## src/rtl/clk_disp_12h_scan.sv

```systemverilog
// Drives a 4-digit multiplexed common-anode 7-segment display as HH:MM (12-hour),
// with per-frame snapshot of the time inputs, a blinking colon and AM/PM tracking.
module clk_disp_12h_scan #(
  parameter int unsigned REFRESH_DIV = 50000
) (
  input  logic       CLK,
  input  logic       rst_n,
  input  logic       rst_counters,
  input  logic [7:0] hr_12,
  input  logic [7:0] min_cnt,
  input  logic       sec_tick,
  output logic [6:0] seg,
  output logic [3:0] an,
  output logic       dp,
  output logic       pm
);

  localparam int unsigned   CW      = (REFRESH_DIV > 1) ? $clog2(REFRESH_DIV) : 1;
  localparam logic [CW-1:0] CNT_MAX = CW'(REFRESH_DIV - 1);
  localparam logic [6:0]    SEG_BLANK = 7'h7F;
  localparam logic [6:0]    SEG_DASH  = 7'h3F;

  logic [CW-1:0] cnt_q, cnt_d;
  logic [1:0]    digit_q, digit_d;
  logic [7:0]    snap_hr_q, snap_hr_d;
  logic [7:0]    snap_min_q, snap_min_d;
  logic [7:0]    hr_prev_q, hr_prev_d;
  logic          colon_q, colon_d;
  logic          pm_q, pm_d;
  logic [6:0]    seg_q, seg_d;
  logic [3:0]    an_q, an_d;
  logic          dp_q, dp_d;
  logic [7:0]    src_hr, src_min;

  function automatic logic [6:0] font(input logic [7:0] d);
    logic [6:0] f;
    case (d)
      8'd0:    f = 7'h40;
      8'd1:    f = 7'h79;
      8'd2:    f = 7'h24;
      8'd3:    f = 7'h30;
      8'd4:    f = 7'h19;
      8'd5:    f = 7'h12;
      8'd6:    f = 7'h02;
      8'd7:    f = 7'h78;
      8'd8:    f = 7'h00;
      8'd9:    f = 7'h10;
      default: f = SEG_BLANK;
    endcase
    return f;
  endfunction

  // Segment pattern for one digit position; out-of-range inputs show a dash.
  function automatic logic [6:0] digit_seg(input logic [7:0] hr, input logic [7:0] mn,
                                           input logic [1:0] sel);
    logic [7:0] hd;
    logic [6:0] s;
    hd = (hr == 8'd0) ? 8'd12 : hr;
    case (sel)
      2'd0: s = (mn > 8'd59) ? SEG_DASH : font(mn % 8'd10);
      2'd1: s = (mn > 8'd59) ? SEG_DASH : font(mn / 8'd10);
      2'd2: s = (hr > 8'd11) ? SEG_DASH : font(hd % 8'd10);
      2'd3: begin
        if (hr > 8'd11) begin
          s = SEG_DASH;
        end else if (hd < 8'd10) begin
          s = SEG_BLANK;
        end else begin
          s = font(hd / 8'd10);
        end
      end
      default: s = SEG_BLANK;
    endcase
    return s;
  endfunction

  always_comb begin
    cnt_d      = cnt_q + CW'(1);
    digit_d    = digit_q;
    snap_hr_d  = snap_hr_q;
    snap_min_d = snap_min_q;
    seg_d      = seg_q;
    an_d       = an_q;
    dp_d       = dp_q;
    src_hr     = snap_hr_q;
    src_min    = snap_min_q;
    colon_d    = colon_q ^ sec_tick;
    pm_d       = pm_q ^ ((hr_prev_q == 8'd11) && (hr_12 == 8'd0));
    hr_prev_d  = hr_12;

    if (rst_counters) begin
      cnt_d      = '0;
      digit_d    = 2'd3;
      snap_hr_d  = 8'd0;
      snap_min_d = 8'd0;
      seg_d      = SEG_BLANK;
      an_d       = 4'hF;
      dp_d       = 1'b1;
      colon_d    = 1'b0;
      pm_d       = 1'b0;
      hr_prev_d  = 8'd0;
    end else if (cnt_q == CNT_MAX) begin
      cnt_d   = '0;
      digit_d = digit_q + 2'd1;
      // Entering digit 0 starts a new frame: capture and show live values this edge.
      if (digit_q == 2'd3) begin
        snap_hr_d  = hr_12;
        snap_min_d = min_cnt;
        src_hr     = hr_12;
        src_min    = min_cnt;
      end else begin
        src_hr     = snap_hr_q;
        src_min    = snap_min_q;
      end
      seg_d = digit_seg(src_hr, src_min, digit_d);
      an_d  = ~(4'b0001 << digit_d);
      dp_d  = (digit_d == 2'd2) ? ~colon_q : 1'b1;
    end else begin
      cnt_d = cnt_q + CW'(1);
    end
  end

  always_ff @(posedge CLK or negedge rst_n) begin
    if (!rst_n) begin
      cnt_q      <= '0;
      digit_q    <= 2'd3;
      snap_hr_q  <= 8'd0;
      snap_min_q <= 8'd0;
      hr_prev_q  <= 8'd0;
      colon_q    <= 1'b0;
      pm_q       <= 1'b0;
      seg_q      <= SEG_BLANK;
      an_q       <= 4'hF;
      dp_q       <= 1'b1;
    end else begin
      cnt_q      <= cnt_d;
      digit_q    <= digit_d;
      snap_hr_q  <= snap_hr_d;
      snap_min_q <= snap_min_d;
      hr_prev_q  <= hr_prev_d;
      colon_q    <= colon_d;
      pm_q       <= pm_d;
      seg_q      <= seg_d;
      an_q       <= an_d;
      dp_q       <= dp_d;
    end
  end

  assign seg = seg_q;
  assign an  = an_q;
  assign dp  = dp_q;
  assign pm  = pm_q;

endmodule

```

## config.mk

```make
export PLATFORM = sky130hd
export DESIGN_NAME = clk_disp_12h_scan
export DESIGN_NICKNAME = d
export VERILOG_FILES = /design/src/rtl/clk_disp_12h_scan.sv
export SDC_FILE = /design/constraint.sdc
export NUM_CORES = 1
export LEC_CHECK = 0
export ABC_AREA = 1
export CORE_ASPECT_RATIO = 2
export CORE_UTILIZATION = 61
export CTS_BUF_LIST = sky130_fd_sc_hd__clkbuf_4 sky130_fd_sc_hd__clkbuf_8 sky130_fd_sc_hd__clkbuf_16
export DETAILED_ROUTE_END_ITERATION = 16
export GPL_TIMING_DRIVEN = 0
export PLACE_DENSITY = 0.85
export SETUP_SLACK_MARGIN = 0.05
export SLEW_MARGIN = 20
export SYNTH_ARGS = -nofsm -noshare
export SYNTH_HDL_FRONTEND = slang
export SYNTH_SLANG_ARGS = --single-unit
export TNS_END_PERCENT = 30
```

## constraint.sdc

```tcl
create_clock -name CLK -period 4.8 [get_ports CLK]
set_input_delay 0.96 -clock CLK [delete_from_list [all_inputs] [get_ports CLK]]
set_output_delay 0.96 -clock CLK [all_outputs]
set_load 0.01 [all_outputs]
```

### Yosys cells after proc, flatten, opt, wreduce, memory -nomap -nowiden

Memories as Yosys holds them, arrays and structs flattened.
Index checks and enable logic that the tools add are counted.

| storage, ports and cells | value |
|---|---|
| flip-flop bits (word level) | 56 |
| memories | 4 |
| output and inout bits | 13 |
| memory bits (read-only) | 448 |
| input port bits | 20 |

Memories:

| name | depth | bits a word | read ports | clocked after Yosys merged registers in | write ports | line | RTL |
|---|---|---|---|---|---|---|---|
| (name not given) | 16 | 7 | 1 | 0 | 0 | 37 | `case (d)` |
| (name not given) | 16 | 7 | 1 | 0 | 0 | 37 |  |
| (name not given) | 16 | 7 | 1 | 0 | 0 | 37 |  |
| (name not given) | 16 | 7 | 1 | 0 | 0 | 37 |  |

| operators by class | value |
|---|---|
| reduce and logical (&&, ||, !) cells | 9 |
| shifts and indexed selects | 1 |
| equality and inequality tests | 6 |
| divide/modulo/power cells | 4 |
| magnitude comparators | 3 |
| $add $sub $neg | 2 |
| bitwise operators | 4 |
| multiplexer cells | 33 |

Operator list:

| cell | number |
|---|---|
| $mux 8 | 10 |
| $mux 7 | 11 |
| $mux 16 | 2 |
| $pmux 7 s4 | 1 |
| $add 16x1->16 const B | 1 |
| $div 8x4->8 const B | 2 |
| $eq 16x16->1 const B | 1 |
| $logic_not 4->1 | 4 |
| $logic_not 8->1 | 2 |
| $mod 8x4->8 const B | 2 |
| $eq 8x4->1 const B | 1 |
| $gt 8x4->1 const B | 1 |
| $gt 8x6->1 const B | 1 |
| $lt 8x4->1 const B | 1 |
| $mux 4 | 2 |
| $eq 2x2->1 const B | 3 |
| $mux 1 | 5 |
| $mux 2 | 2 |
| $not 4->4 | 1 |
| $shl 1x2->4 const A | 1 |
| $add 2x1->2 const B | 1 |
| $eq 2x1->1 const B | 1 |
| $logic_not 2->1 | 1 |
| $reduce_bool 2->1 | 1 |
| 3 further kinds | 4 |

### Longest topological paths before layout

| logic depth | value |
|---|---|
| word-level depth | 14 |
| depth in mapped cells | 41 |

### Least setup slack after synthesis

No wires, ideal clock.

| path | value |
|---|---|
| path kind | input port to flip-flop |
| start point | in min_cnt[6] |
| end point | reg seg_q[3] (netlist: seg[3]) |
| stages | 38 |
| arrival time | 4.365 ns |
| library setup time | 0.081 ns |
| path slack | 0.354 ns |
| cell sequence | inv_1 nand2_1 nand2_2 ha_1 inv_1 nand2_1 nand2_2 nor2_2 nand2_4 nand2_4 nand2_2 nand2_2 inv_2 nand2_2 nand3_2 nand2_1 nand2_1 inv_1 [... 2 more ...] inv_1 nand3_1 nand3_4 nand2_1 nand2_2 nand2_2 nor2_4 nand2_4 nand2_1 nand2_2 inv_1 ha_1 inv_1 nand2_1 nand3_1 nand3_1 a21oi_1 a21oi_1 |

| on the way | value |
|---|---|
| word-level cells in the longest chain between the ends | 10 |
| elaborated cells on any way between the ends | 17 |
| those cells by class | div (2); order compare (1); mux (10); reduce/logical (2); memory (2) |

Ends and longest elaborated chain:

| what | line | RTL |
|---|---|---|
| start, declared | 10 | `input logic [7:0] min_cnt,` |
| $mux 8 (*) (2 in a row) | -- |  |
| $mux 8 (*) | 91 | `if (rst_counters) begin` |
| $div 8x4->8 / $mod 8x4->8 (equally long branches) | 61, 60 |  |
| $mem_v2 16x7 / $logic_not 4->1 (equally long branches) | -- |  |
| $mux 7 | 37 |  |
| $mux 7, on equally long branches | 61, 60 |  |
| $pmux 7 s4 (*) | 59 | `case (sel)` |
| $mux 7 (*) | 102 | `end else if (cnt_q == CNT_MAX) begin` |
| $mux 7 (*) | 91 |  |
| end signal, assigned | 143 | `seg_q <= seg_d;` |
| end, declared | 30 | `logic [6:0] seg_q, seg_d;` |

Every way passes the cells marked *; elsewhere a longest branch is shown, timed or not. The select of a mux whose other input is x is not followed.
A chain may end at the register's enable or synchronous reset.

### Final worst setup path

| path | value |
|---|---|
| start point | reg digit_q[1] |
| end point | reg seg_q[3] (netlist: seg[3]) |

| on the way | value |
|---|---|
| word-level cells in the longest chain between the ends | 14 |
| elaborated cells on any way between the ends | 41 |
| those cells by class | add/sub (1); div (4); order compare (3); eq/ne (4); mux (19); reduce/logical (6); memory (4) |

Ends and longest elaborated chain:

| what | line | RTL |
|---|---|---|
| start, declared | 24 | `logic [1:0] digit_q, digit_d;` |
| start signal, assigned | 137 | `digit_q <= digit_d;` |
| $eq 2x2->1 | 106 | `if (digit_q == 2'd3) begin` |
| $mux 8 | -- |  |
| $mux 8 | 102 |  |
| $mux 8 | 91 |  |
| $logic_not 8->1 | 58 | `hd = (hr == 8'd0) ? 8'd12 : hr;` |
| $mux 8 | 58 |  |
| $div 8x4->8 | 69 | `s = font(hd / 8'd10);` |
| $mem_v2 16x7 / $logic_not 4->1 (equally long branches) | -- |  |
| $mux 7 | 37 |  |
| $mux 7 | 66 | `end else if (hd < 8'd10) begin` |
| $mux 7 | 64 | `if (hr > 8'd11) begin` |
| $pmux 7 s4 (*) | 59 |  |
| $mux 7 (*) | 102 |  |
| $mux 7 (*) | 91 |  |

Marks and branches as above.

==> metrics.txt <==
status complete, no violations; ratio of final minimum period to clock period 0.995; commonest non-fill, non-tap cell in the layout nand2_1; H-tree levels 2; post-synthesis cell area around 0.005 mm^2; share of the synthesized area in the top cell type 0.207; CTS tree yes; Ports 33; layout cells sized above 1 0.307; sequential area share after synthesis 0.279; Critical Path Source Type register; Top cell by count, worst path nand2_4; n_diodes 0; Bufs on Longest Clock Path 2; cells on worst reg2reg path 33; Cells after DPL ~860; Worst setup EP type register; gpl congestion about 0.89; Die Area a little under 0.009 mm^2; Die Y-Extent approximately 130 um; WL per Instance about 17 um; syn_nets 789; mean post-synth cell area 6.92 um^2; Crit path max-delay family simple AND/OR/NAND/NOR gates; crit path max fanout 10; most frequent cells in the layout nand2_1 (141), inv_1 (94), nor2_1 (54); worst r2r dst seg[3]; reg2reg start digit_q[1]; via/cell ratio about 6; Worst path slowest cell dfstp_2; total global-route track usage 0.330; Hold WC Path Type reg -> reg; 1st-iter DRT viols approximately 450; register bit count reported by yosys 56; leading area contributor after synthesis dfrtp_1; critical path arrival approximately 5000 ps; Slew @ Worst Pin approximately 1000 ps; WP buf/inv 7; first-pass GRT wire length 22,300 um; post-layout minimum cycle time about 4800 ps; Power Density just over 500 mW/mm^2; hold_buf cts 0; DRC Markers 0; # rows between 40 and 50; maximum clock frequency between 200 and 250 MHz; number of standard cells after synthesis about 730; Initial Utilization 0.635; core area between 0.008 and 0.009 mm^2; TritonRoute pass-1 iters 9; TritonCTS buffer count 5; total wire length around 16,000 um; largest net degree at the start of global routing 57; top cells by area, synth dfrtp_1 (21%), nand2_1 (12%), ha_1 (8.6%); unrepaired setup endpoints after global routing yes; Data required, critical path 5020 ps; flop-to-flop setup slack between 20 and 25 ps; Distinct cells, synth 51; initial antenna violation count 0; post-route total power about 3.3 mW; Area Growth Syn to Fin 31.0%; vias in the first global route between 5,000 and 6,000; Slew Limit Headroom 0.304; Endpoint, Worst Hold pm; Max Clock Skew 14.5 ps; Hold Crit Depth 1; Final Hold Fails 0; vias ~5,500; maximum vdd drop about 570 uV; Yosys warning count 0; hold_sp pm; # clock sinks 56; post-route non-filler standard cell count just over 900; Layout fillers roughly 440; Chip Width between 60 and 70 um; maximum capacitance violations 0; critical setup path kind reg -> reg; Congestion Overflow GR 0; final setup violation count 0; ANT nets after route 0; final net count approximately 900; DP HPWL between 9000 and 10,000 um; Clock Latency Late Sink 300 ps; leakage power between 3 and 4 nW; Root Buffer clkbuf_16; # port buffers 32; max-slew violations 0; slowest stage delay, CP 580 ps; Reg clk slew, reported paths about 80 ps
[synthesized netlist by cell type, drive strengths merged]
master / number
nand3: 77
a211oi: 2
a31oi: 1
xor2: 2
clkinv: 3
nor3b: 1
ha: 35
o21bai: 1
o22ai: 12
dfstp: 14
clkbuf: 8
o211ai: 1
nor2: 68
or4: 1
a31o: 2
nand3b: 6
o21ai: 40
xnor2: 3
nand2: 216
or2: 3
a22o: 1
nand4: 17
a32oi: 1
nor3: 8
buf: 5
nor4: 3
a21oi: 43
inv: 115
and2: 1
o311ai: 1
a22oi: 1
dfrtp: 42
[worst reg2reg max path: cells and delay by family (launching register included)]
family                     cells  cell delay, ps
adders and majority gates      4             810
DFF                            1             580
and+or+nand+nor               18            2130
AOI/OAI and AO/OA              4             630
buffers and inverters          7             560
[registers in the layout, summed over array words and instances, names as in the netlist]
register    count
an              4
cnt_q          16
colon_q         1
digit_q         2
dp              1
hr_prev_q       8
pm              1
seg             7
snap_hr_q       8
snap_min_q      8
[how the worst max path moves through the flow]
stage	startpoint	to	slack, ps	cells past startpoint
final	digit_q[1]	seg[3]	20	33
after global routing	digit_q[1]	seg[1]	-430	31
after CTS	hr_12[6]	seg[3]	50	36
after detailed placement	min_cnt[6]	seg[6]	-960	37
after global placement	min_cnt[6]	seg[5]	-760	37
after floorplan	min_cnt[6]	seg[3]	350	38
[through the flow]
step,setup TNS [ps],area [um^2],utilization,setup slack (ps),hold WS [ps]
after global placement,-4870,5520,0.690,-758,445
after CTS,0,5990,0.749,54.1,474
after floorplan,0,5080,-,354,408
final,0,6650,0.831,21.8,474
after global routing,-2820,6650,0.831,-428,493
after detailed placement,-6160,5520,0.689,-963,464
[power by group]
group          switching (mW)  internal [mW]
Clock                   0.179          0.201
Combinational            1.56          0.923
Sequential            0.00486          0.480
Total                    1.75           1.60
[layer usage]
| layer | vias up | global-route usage | wire, um | part of all wire |
|---|---|---|---|---|
| li1 | 2564 | - | - | - |
| met1 | 2573 | 0.335 | 5270 | 0.33 |
| met2 | 300 | 0.627 | 8720 | 0.55 |
| met3 | 94 | 0.0382 | 840 | 0.053 |
| met4 | 0 | 0.184 | 943 | 0.060 |
| met5 | - | 0 | 0 | 0 |
[kinds of logic (layout without fill, tap and decap cells)]
family                     count (synthesis)  count (layout)  synth area share
adders and majority gates                 35              35            0.0862
and+or+nand+nor                          401             401             0.397
AOI/OAI and AO/OA                        106             106             0.124
xor gates and xnor gates                   5               5           0.00863
buffers and inverters                    131             228             0.104
DFF                                       56              56             0.279
[cell type report]
type	instances	area, um^2	share of cell area
Buffer	13	81.3	0.0122
Clock inverter	2	13.8	0.00207
Timing Repair Buffer	89	768	0.116
Tap cell	96	120	0.0181
Inverter	118	472	0.0709
Sequential cell	56	1420	0.213
Clock buffer	6	133	0.0199
Multi-Input combinational cell	547	3640	0.548
[what timing repair did]
action | CTS | global route
pin swaps | 14 | 60
setup buffers | 24 | 33
endpoints found under the setup margin | 7 | 7
gates resized for setup | 44 | 104
(Power assumes the default switching activity.)
